### config.mk
export PLATFORM = sky130hd
export DESIGN_NAME = instr_sequencer
export DESIGN_NICKNAME = d
export VERILOG_FILES = /design/src/rtl/cpu_pkg.sv /design/src/rtl/branch_lut.sv /design/src/rtl/instr_sequencer.sv
export SDC_FILE = /design/constraint.sdc
export NUM_CORES = 1
export LEC_CHECK = 0
export ABC_AREA = 1
export BUFFER_PORTS_ARGS = -buffer_cell sky130_fd_sc_hd__buf_4
export CAP_MARGIN = 25
export CORE_MARGIN = 2
export CORE_UTILIZATION = 50
export DETAILED_ROUTE_END_ITERATION = 10
export PLACE_DENSITY = 0.76
export RECOVER_POWER = 25
export SYNTH_ARGS = -nofsm -noshare
export SYNTH_HDL_FRONTEND = slang
export SYNTH_SLANG_ARGS = --single-unit
export TNS_END_PERCENT = 10
### constraint.sdc
create_clock -name Clk -period 1.8 [get_ports Clk]
set_input_delay 0.18 -clock Clk [delete_from_list [all_inputs] [get_ports Clk]]
set_output_delay 0.18 -clock Clk [all_outputs]
set_load 0.005 [all_outputs]
### src/rtl/cpu_pkg.sv
// cpu_pkg: shared states, opcodes, widths and BTRU target table
package cpu_pkg;
  localparam int PW_DEF = 10;
  localparam int IW_DEF = 9;
  localparam logic [3:0] OP_BTRU = 4'd11;
  localparam logic [3:0] OP_HALT = 4'd15;
  localparam logic [2:0] IOP_B = 3'd3;
  typedef enum logic [1:0] {S_IDLE, S_FETCH, S_EXEC, S_HALT} state_e;
  localparam logic [15:0] BTRU_TARGETS [16] = '{
    16'd0, 16'd37, 16'd100, 16'd200, 16'd300, 16'd400, 16'd511, 16'd512,
    16'd600, 16'd700, 16'd800, 16'd900, 16'd1000, 16'd1020, 16'd1022, 16'd1023};
endpackage

### src/rtl/branch_lut.sv
// branch_lut: combinational ROM of BTRU jump targets
module branch_lut
  import cpu_pkg::*;
#(
  parameter int PW = PW_DEF
) (
  input  logic [3:0]    idx,
  output logic [PW-1:0] tgt
);
  logic [15:0] entry;
  assign entry = BTRU_TARGETS[idx];
  assign tgt = entry[PW-1:0];
endmodule

### src/rtl/instr_sequencer.sv
// instr_sequencer: fetch/exec/halt sequencer with registered decode and branch PC update
module instr_sequencer
  import cpu_pkg::*;
#(
  parameter int PW = PW_DEF,
  parameter int IW = IW_DEF
) (
  input  logic          Clk,
  input  logic          ResetN,
  input  logic          Start,
  output logic          IMemReq,
  output logic [PW-1:0] IMemAddr,
  input  logic          IMemValid,
  input  logic [IW-1:0] IMemData,
  output logic          Type,
  output logic [3:0]    RTypeOP,
  output logic [2:0]    ITypeOP,
  output logic [7:0]    ImmediateOut,
  output logic [3:0]    RegAddr,
  output logic          ExecValid,
  input  logic          Branch,
  output logic          Done
);
  state_e state_q, state_d;
  logic [PW-1:0] pc_q, pc_d, lut_tgt, b_off;
  logic [IW-1:0] ir_q, ir_d;
  logic type_q, type_d, ev_q, ev_d, load, halt_op, is_b, is_btru;
  logic [3:0] rop_q, rop_d, reg_q, reg_d;
  logic [2:0] iop_q, iop_d;
  logic [7:0] imm_q, imm_d;

  branch_lut #(.PW(PW)) u_lut (.idx(ir_q[3:0]), .tgt(lut_tgt));

  assign halt_op = ir_q[8] && ir_q[7:4] == OP_HALT;
  assign is_b = !ir_q[8] && ir_q[7:5] == IOP_B;
  assign is_btru = ir_q[8] && ir_q[7:4] == OP_BTRU;
  assign b_off = {{(PW-5){ir_q[4]}}, ir_q[4:0]};

  // next state, PC, IR and the decode of the instruction entering EXEC
  always_comb begin
    state_d = state_q;
    pc_d = pc_q;
    ir_d = ir_q;
    load = 1'b0;
    type_d = 1'b0;
    rop_d = '0;
    iop_d = '0;
    imm_d = '0;
    reg_d = '0;
    ev_d = 1'b0;
    case (state_q)
      S_IDLE, S_HALT: if (Start) begin
        pc_d = '0;
        state_d = S_FETCH;
      end
      S_FETCH: if (IMemValid) begin
        ir_d = IMemData;
        load = 1'b1;
        state_d = S_EXEC;
      end
      default: begin
        state_d = halt_op ? S_HALT : S_FETCH;
        pc_d = halt_op ? pc_q : (Branch && is_b) ? pc_q + b_off :
               (Branch && is_btru) ? lut_tgt : pc_q + 1'b1;
      end
    endcase
    if (load) begin
      type_d = ir_d[8];
      rop_d = ir_d[8] ? ir_d[7:4] : 4'd0;
      iop_d = ir_d[8] ? 3'd0 : ir_d[7:5];
      imm_d = ir_d[8] ? 8'd0 : {3'd0, ir_d[4:0]};
      reg_d = ir_d[8] ? ir_d[3:0] : 4'd0;
      ev_d = !(ir_d[8] && ir_d[7:4] == OP_HALT);
    end
  end

  // state, PC, IR and decoded output registers
  always_ff @(posedge Clk or negedge ResetN) begin
    if (!ResetN) begin
      state_q <= S_IDLE;
      pc_q <= '0;
      ir_q <= '0;
      type_q <= 1'b0;
      rop_q <= '0;
      iop_q <= '0;
      imm_q <= '0;
      reg_q <= '0;
      ev_q <= 1'b0;
    end else begin
      state_q <= state_d;
      pc_q <= pc_d;
      ir_q <= ir_d;
      type_q <= type_d;
      rop_q <= rop_d;
      iop_q <= iop_d;
      imm_q <= imm_d;
      reg_q <= reg_d;
      ev_q <= ev_d;
    end
  end

  assign IMemReq = state_q == S_FETCH;
  assign IMemAddr = pc_q;
  assign Done = state_q == S_HALT;
  assign Type = type_q;
  assign RTypeOP = rop_q;
  assign ITypeOP = iop_q;
  assign ImmediateOut = imm_q;
  assign RegAddr = reg_q;
  assign ExecValid = ev_q;
endmodule

### Yosys cells after proc, flatten, opt, wreduce, memory -nomap -nowiden

Memory sizes are Yosys's and may differ from the RTL's.
Cells that the tools add are included.

* word-level logic and storage cells: 61
* output and inout bits: 33
* input bits: 14
* bits in registers: 42
* ROM bits: 256
* memories: 1

* add/subtract/negate cells: 2
* multiplexer cells: 25
* order comparisons: 1
* equality and inequality tests: 9
* reductions and logical operators: 12
* bitwise gates (word level): 2

Memories
* (no name shown): words 16, width 16, rd ports 1, clocked after memory_dff 0, write ports 0, line branch_lut.sv:11 `assign entry = BTRU_TARGETS[idx];`

Operator list (number)
* 2-to-1 mux 10 bit: 6
* one-hot mux 10 bit (2 select lines): 1
* 2-to-1 mux 9 bit: 2
* 2-to-1 mux 4 bit: 4
* equality test 4 bit (second input constant): 3
* adder 10 x 1 -> 10 bit (second input constant): 1
* adder 10 bit: 1
* 2-to-1 mux 5 bit: 2
* logical AND 1 bit: 6
* 2-to-1 mux 2 bit: 3
* 2-to-1 mux 3 bit: 2
* >= comparator 5 bit (second input constant): 1
* NOT 4 -> 5 bit: 1
* 2-to-1 mux 1 bit: 4
* inequality test 2 x 1 -> 1 bit (second input constant): 2
* one-hot mux 2 bit (2 select lines): 1
* equality test 3 x 2 -> 1 bit (second input constant): 1
* AND reduction 3 bit: 1
* equality test 2 x 1 -> 1 bit (second input constant): 1
* equality test 2 bit (second input constant): 1
* logical NOT 1 bit: 2
* logical NOT 2 bit: 1
* inequality test 2 bit (second input constant): 1
* AND reduction 2 bit: 1
* other kinds (2): 2

### Depth between registers and ports, before layout

Gate-level depths: netlist of run 1.

* word-level depth: 8
* mapped depth: 12
* mapped depth without buffers: 12

### Cells and area by module

A second synthesis of run 1 with hierarchy kept.

* cell total of the unflattened synthesis: 359
* area total of the unflattened synthesis: 2635.0 µm²

Modules (own cells, without submodules)
* instr_sequencer: cells each 314, area each 2373.5 µm², sequential area each 975.9 µm², times used 1
* branch_lut: cells each 45, area each 261.5 µm², sequential area each 0.0 µm², times used 1

### Worst setup path before layout of run 1

OpenSTA, ideal clock, no wires.

* path type: register to register
* from: reg pc_q[0] (netlist: IMemAddr[0])
* to: reg pc_q[8] (netlist: IMemAddr[8])
* path slack: -36 ps
* clock period less this slack: 1836 ps
* arrival: 1720 ps
* library setup time: 117 ps
* stages on the path, launching flop included: 12
* data required time: 1683 ps
* path buffers: 0
* cell sequence: dfrtp_1 ha_1 inv_1 fa_1 o21ai_1 nand2_1 nand2_1 nand2_1 nand3_1 nand2_1 nand2_1 nand2_1

* longest elaborated chain between the ends: 5
* elaborated cells between the ends (all ways): 6
* classes of those cells: add/sub (2); mux (4)

RTL lines
* start: declaration: line instr_sequencer.sv:25 `logic [PW-1:0] pc_q, pc_d, lut_tgt, b_off;`
* start signal: assignment: line instr_sequencer.sv:91 `pc_q <= pc_d;`
* adder 10 x 1 -> 10 bit: line instr_sequencer.sv:64 `(Branch && is_btru) ? lut_tgt : pc_q + 1'b1;`
* 2-to-1 mux 10 bit: line instr_sequencer.sv:64
* 2-to-1 mux 10 bit (*) (2 in series): line instr_sequencer.sv:63 `pc_d = halt_op ? pc_q : (Branch && is_b) ? pc_q + b_off :`
* one-hot mux 10 bit (2 select lines) (*): line instr_sequencer.sv:51 `case (state_q)`

Mark *: on every way between the ends. The rest lies on a longest branch, timed or not. The select of a mux whose other input is x is not followed.
A chain may end at the register's enable or synchronous reset.

### Final worst setup path of run 1

* from: reg ir_q[4]
* to: reg pc_q[0] (netlist: IMemAddr[0])

* longest elaborated chain between the ends: 7
* elaborated cells between the ends (all ways): 11
* classes of those cells: eq/ne (3); mux (4); reduce/logical (4)

RTL lines
* start: declaration: line instr_sequencer.sv:26 `logic [IW-1:0] ir_q, ir_d;`
* start signal: assignment: line instr_sequencer.sv:92 `ir_q <= ir_d;`
* equality test 4 bit: line instr_sequencer.sv:36 `assign is_btru = ir_q[8] && ir_q[7:4] == OP_BTRU;`
* logical AND 1 bit: line instr_sequencer.sv:36
* logical AND 1 bit: line instr_sequencer.sv:64
* 2-to-1 mux 10 bit: line instr_sequencer.sv:64
* 2-to-1 mux 10 bit (2 in series): line instr_sequencer.sv:63
* one-hot mux 10 bit (2 select lines): line instr_sequencer.sv:51

Several ways; a longest one is shown, not always the timed one. The select of a mux whose other input is x is not followed.

==> results.md, run 1 <==
- Synth warn: 0
- Avg Vias per Cell: 5.13
- Power Density: 1410 nW/µm²
- CP Launch Type: flip-flop
- N_diodes: 0
- Ranking of synthesized cells by area: dfrtp_1 (38%), nand2_1 (15%), ha_1 (9.3%)
- Starting Density: 0.510
- Residual DRC count: 0
- Nets@finish: 454
- Hpwl dp: 4910 µm
- Share of cells above drive strength 1: 0.245
- Fin crit period: 1.67 ns
- Yosys top cell by area: dfrtp_1
- Relative slew slack: 0.341
- Drt total wl: 6570 µm
- I/O pin count: 47
- Initial antenna violation count: 0
- CP Max Fanout: 7
- Clock Sinks: 39
- CTS Root Cell: clkbuf_8
- Worst hold-check path type: input port to flip-flop
- Total track usage: 0.236
- Clk_lat worst skew: 0.30 ns
- Critical Path AT: 1.90 ns
- Avg Inst Size Synth: 7.26 µm²
- Delay-heaviest family, CP: flip-flops
- Post-synthesis to final-layout area growth: 28.0%
- Mapped Cells: 354
- Largest net degree at the start of global routing: 40
- Final Slew Violations: 0
- Vias in the first global route: 2218
- WP data required: 2.03 ns
- Total CTS buffers: 5
- Die Wd: 75.7 µm
- Area of the die: 5730 µm²
- Status: complete, no violations
- Core Rows: 26
- First-pass GRT wire length: 10200 µm
- Slew of the pin with the lowest slew margin: 0.988 ns
- Sequential area share after synthesis: 0.380
- Final Power: 4.64 mW
- Fmax achieved: 599 MHz
- Ys async rst share: 1.00
- H-tree depth: 2
- Iteration-0 DRC count of the detailed router: 139
- Hold_ws: 0.105 ns
- Port buffer count: 43
- Remaining antenna violation count after routing: 0
- Distinct cells, synth: 31
- Critical Path End Type: flip-flop
- WS Path Type: flip-flop to flip-flop
- Die H: 75.7 µm
- Most common cell in the netlist: nand2_1
- Most numerous cell on the critical path: nand3_2
- Count of flip-flops with a built-in enable after synthesis: 0
- Setup TNS: 0 ns
- Core box area: 5040 µm²
- CP bufs+invs: 3
- Setup slack at placement: 0.00162 ns
- Max-cap violations: 0
- Post-synth top area share: 0.380
- Initial DRT Pass Iterations: 5
- # setup viols final: 0
- CP peak stage delay: 0.53 ns
- Fin crit share: 0.928
- Longest Clk Path Bufs: 2
- Grt ovf: 0
- Filler cells: 431
- Worst VDD drop: 0.000894 V
- Total number of vias: 2517
- Cell Chain, Critical Path: buf_4 -> nand2_2 -> inv_2 -> nand3_2 -> nand3_2 -> inv_1 -> o21ai_0 -> o21ai_1
- Top_reg_cell synth: dfrtp_1
- Routed len/inst: 13.4 µm
- Clock slew at reported path FFs: 0.09 ns
- Clock Skews: 0.00533 ns
- Seq cells post-synth: 39
- Fin. Hold Viols: 0
- CTS tree: yes
- Cell Area, Synth: 2570 µm²
- Top cells by count, synth: nand2_1 (106), dfrtp_1 (39), inv_1 (39)
- Placer's final routability congestion estimate: 0.930
- Leak: 1.75 nW
- Critical path's slowest cell: dfrtp_2
- Fin worst setup slack: 0.130 ns
-- stage by stage --
| step | cells | util | cell area, µm² |
|---|---|---|---|
| after CTS | 490 | 0.634 | 3200 |
| after global placement | 481 | 0.613 | 3090 |
| after detailed placement | 481 | 0.613 | 3090 |
| after floorplan | 356 | - | 2580 |
| after global routing | 491 | 0.653 | 3290 |
| final | 491 | 0.653 | 3290 |
-- cells in the final DEF, fill, tap and decap left out, types with 11 or more instances in the layout --
cell type,instances
ha_1,14
o21ai_0,17
nand3_1,30
o21ai_1,11
inv_1,38
a21oi_1,11
nand2_1,106
nor2_1,32
buf_4,63
dfrtp_1,37
-- area by class of cell --
class                           count  area, µm²  area share
Sequential cell                    39        978       0.297
Clock inverter                      3       23.8     0.00722
Multi-Input combinational cell    264       1460       0.443
Inverter                           44        165      0.0502
Tap cell                           70       87.6      0.0266
Timing Repair Buffer               66        508       0.154
Clock buffer                        5       68.8      0.0209
-- flip-flops by register name, summed over array words and instances, names as in the netlist --
| name | count |
|---|---|
| ExecValid | 1 |
| IMemAddr | 10 |
| ITypeOP | 3 |
| ImmediateOut | 5 |
| RTypeOP | 4 |
| RegAddr | 4 |
| Type | 1 |
| ir_q | 9 |
| state_q | 2 |
-- kinds of logic after synthesis --
family                   Yosys count  share of synthesized area
flip-flops                        39                      0.380
adder cells (fa/ha/maj)           20                      0.100
other                              1                    0.00146
buffers and inverters             53                     0.0867
XOR/XNOR                           3                     0.0102
AO/OA/AOI/OAI                     51                      0.110
AND/OR/NAND/NOR                  187                      0.312
-- power by group --
part	switching, mW	internal [mW]	leakage (nW)
sequential	0.221	1.10	0.516
combinational	1.59	1.10	1.19
clock	0.350	0.277	0.0408
-- metal layers --
metal / routed length (µm) / global-route usage
met3: 359 / 0.0437
met4: 47 / 0.0507
met1: 2800 / 0.319
met5: 0 / 0
met2: 3350 / 0.396
-- path summary, 6_finish.rpt --
path	startpoint	to	slack (ns)	cells past startpoint
min	IMemData[8]	ImmediateOut[3]	0.11	2
max reg2reg	ir_q[4]	IMemAddr[0]	0.13	8
max in group asynchronous	ResetN	ir_q[4]	0.56	2
min reg2reg	state_q[1]	state_q[1]	0.56	2
max	ir_q[4]	IMemAddr[0]	0.13	8
min in group asynchronous	ResetN	IMemAddr[6]	0.56	2
-- what timing repair did --
item,4_1_cts,5_1_grt
setup buffers,0,1
setup endpoints to repair,2,5
gates resized for setup,1,11
hold endpoints to repair,39,0
pin swaps,0,2
cloned,0,0
hold buffers,1,0
Power figures use the tool's default switching activity.
==> inputs of run 2 (changes only) <==
- CORE_UTILIZATION: 50 -> 45
- GPL_TIMING_DRIVEN: unset -> 1
- PLACE_DENSITY: 0.76 -> 0.69
==> run 2 against run 1 <==
  * Critical path depth unchanged
  * Worst hold slack improved by 0.0030 ns
  * Core utilization decreased by 7.3 points
  * Die area increased by 11%
==> results.md, run 2 (synthesis gave the netlist of run 1 again) <==
- Core Rows: 27 (+3.8%)
- CTS Root Cell: clkbuf_8
- I/O pin count: 47 (unchanged)
- Power Density: 1390 nW/µm² (-1.5%)
- Share of total power in sequential cells: 0.292 (+0.007)
- Iteration-0 DRC count of the detailed router: 196 (+41%)
- Grt ovf: 0 (unchanged)
- Max-cap violations: 0 (unchanged)
- Total number of vias: 2434 (-3.3%)
- Placer's final routability congestion estimate: 0.902 (-2.9%)
- Nets@finish: 450 (-0.88%)
- H-tree depth: 2 (unchanged)
- Clk_lat worst skew: 0.29 ns (about the same)
- Worst hold stages: 2 (unchanged)
- Largest net degree at the start of global routing: 40 (unchanged)
- Clock power share: 0.138 (+0.003)
- CP Launch Type: flip-flop
- Worst hold-check path type: input port to flip-flop
- Commonest non-fill, non-tap cell in the layout: nand2_1
- Combinational group share of total power: 0.569 (-0.010)
- Leak: 1.74 nW (-0.70%)
- Slew of the pin with the lowest slew margin: 0.983 ns (-0.00486 ns)
- First-pass GRT wire length: 10500 µm (+3.4%)
- Critical Path AT: 1.91 ns (about the same)
- Setup repair after global routing missed its margin: true
- Total CTS buffers: 5 (unchanged)
- Core box area: 5510 µm² (+9.2%)
- WP data required: 1.99 ns (-0.04 ns)
- Final Slew Violations: 0 (unchanged)
- Final Cell Area: 3190 µm² (-3.0%)
- Area after DPL: 3070 µm² (-0.65%)
- Final Power: 4.43 mW (-4.5%)
- Remaining antenna violation count after routing: 0 (unchanged)
- Drt total wl: 6350 µm (-3.2%)
- Worst R2R Path Depth: 8 (unchanged)
- Int Pwr: 2.38 mW (-4.1%)
- CP Max Fanout: 5 (-2)
- Sw frac: 0.464 (-0.00241)
- Max reg flops: 10 (unchanged)
- Status: complete, no violations
- Worst VDD drop: 0.000932 V (+4.2%)
- Most frequent cells in the layout: nand2_1 (104), buf_4 (60), inv_1 (38), dfrtp_1 (37), nor2_1 (33)
- Hpwl dp: 4950 µm (+0.87%)
- Starting Density: 0.467 (-0.0430)
- CTS tree: yes
- Post-synthesis to final-layout area growth: 24.1%
- Longest Clk Path Bufs: 2 (unchanged)
- Initial DRT Pass Iterations: 4 (-1)
- Initial antenna violation count: 0 (unchanged)
- Clock Sinks: 39 (unchanged)
- Die H: 79.6 µm (+5.1%)
- Fin. Hold Viols: 0 (unchanged)
- Routed len/inst: 13.0 µm (-2.8%)
- Avg Vias per Cell: 4.98 (-2.9%)
- Share of cells above drive strength 1: 0.228 (-0.0168)
- Fin crit period: 1.72 ns (+0.0500 ns)
- Area of the die: 6330 µm² (+11%)
- Critical Path End Type: flip-flop
- Port buffer count: 43 (unchanged)
- Residual DRC count: 0 (unchanged)
- Vias in the first global route: 2336 (+5.3%)
- Total track usage: 0.215 (-0.0207)
- Net Sw Power: 2.06 mW (-5.0%)
- Clock Skews: 0.00571 ns (+0.000382 ns)
- Die Wd: 79.6 µm (+5.1%)
- N_diodes: 0 (unchanged)
- Relative slew slack: 0.345 (+0.00324)
- # setup viols final: 0 (unchanged)
- End-of-flow core utilization: 0.579 (-0.0732)
- WS Path Type: flip-flop to flip-flop
- Filler cells: 524 (+22%)
- Clock slew at reported path FFs: 0.08 ns (about the same)
- Fmax achieved: 581 MHz (-2.9%)
- Fin crit share: 0.956 (+0.0278)
[run 2: cell count changes in the layout (fill, tap and decap cells not counted), sizes merged]
cell  change
buf       -4
[run 2: timing repair]
| action | in CTS | in global routing |
|---|---|---|
| endpoints found under the setup margin | 3 | 7 |
| buffers inserted | 0 | 0 |
| pin swaps | 0 | 2 |
| hold buffers | 1 | 0 |
| cloned | 0 | 0 |
| hold endpoints to repair | 39 | 0 |
| gates resized for setup | 2 | 7 |
[run 2: layout make-up]
class | instances | area [µm²] | area share
multi-input cells | 264 | 1400 | 0.438
flip-flops and latches | 39 | 978 | 0.307
repair buffers | 62 | 465 | 0.146
inverters | 44 | 165 | 0.0518
well taps | 72 | 90.1 | 0.0282
clock buffers | 5 | 68.8 | 0.0216
clock inverters | 3 | 23.8 | 0.00745
[run 2: critical path, stage by stage (launching register included)]
cell       delay [ns]
dfrtp_1          0.40
buf_4            0.16
inv_1            0.11
ha_1             0.26
o21a_1           0.19
o2111ai_1        0.29
nand2_1          0.08
nand2_1          0.08
nand2_1          0.05
[run 2: stage by stage]
step	hold slack (ns)	TNS, ns	cells	setup WS [ns]
final	0.108	0	489	0.0796
after CTS	0.105	0	489	0.0326
after global placement	0.186	0	480	0.0565
after floorplan	-0.116	0	356	0.0323
after global routing	0.113	-0.0549	489	-0.0270
after detailed placement	0.186	-0.00351	480	-0.00351
[run 2: path summary, 6_finish.rpt]
| path | to | slack, ns | start |
|---|---|---|---|
| worst max register to register | IMemAddr[2] | 0.08 | ir_q[0] |
| min in group asynchronous | IMemAddr[8] | 0.56 | ResetN |
| worst min-delay path | ITypeOP[2] | 0.11 | IMemData[8] |
| worst min register to register | ir_q[5] | 0.55 | ir_q[5] |
| worst max-delay path | IMemAddr[2] | 0.08 | ir_q[0] |
| max in group asynchronous | ir_q[4] | 0.56 | ResetN |
[run 2: layer usage]
| layer | wire length, µm | up-vias | part of all wire | GRT usage |
|---|---|---|---|---|
| met4 | 171 | 0 | 0.027 | 0.0897 |
| met5 | 0 | - | 0 | 0 |
| li1 | - | 1258 | - | - |
| met2 | 3020 | 67 | 0.48 | 0.363 |
| met3 | 309 | 12 | 0.049 | 0.0351 |
| met1 | 2850 | 1097 | 0.45 | 0.272 |
[run 2: power groups by stage]
| stage | Combinational [mW] | Clock (mW) | Sequential, mW |
|---|---|---|---|
| 4_1_cts | 2.50 | 0.635 | 1.30 |
| 3_5_place_dp | 2.46 | 0 | 1.31 |
| 6_report | 2.52 | 0.613 | 1.30 |
| 3_3_place_gp | 2.44 | 0 | 1.30 |
| 5_1_grt | 2.89 | 0.660 | 1.33 |
| 2_1_floorplan | 1.60 | 0 | 1.34 |
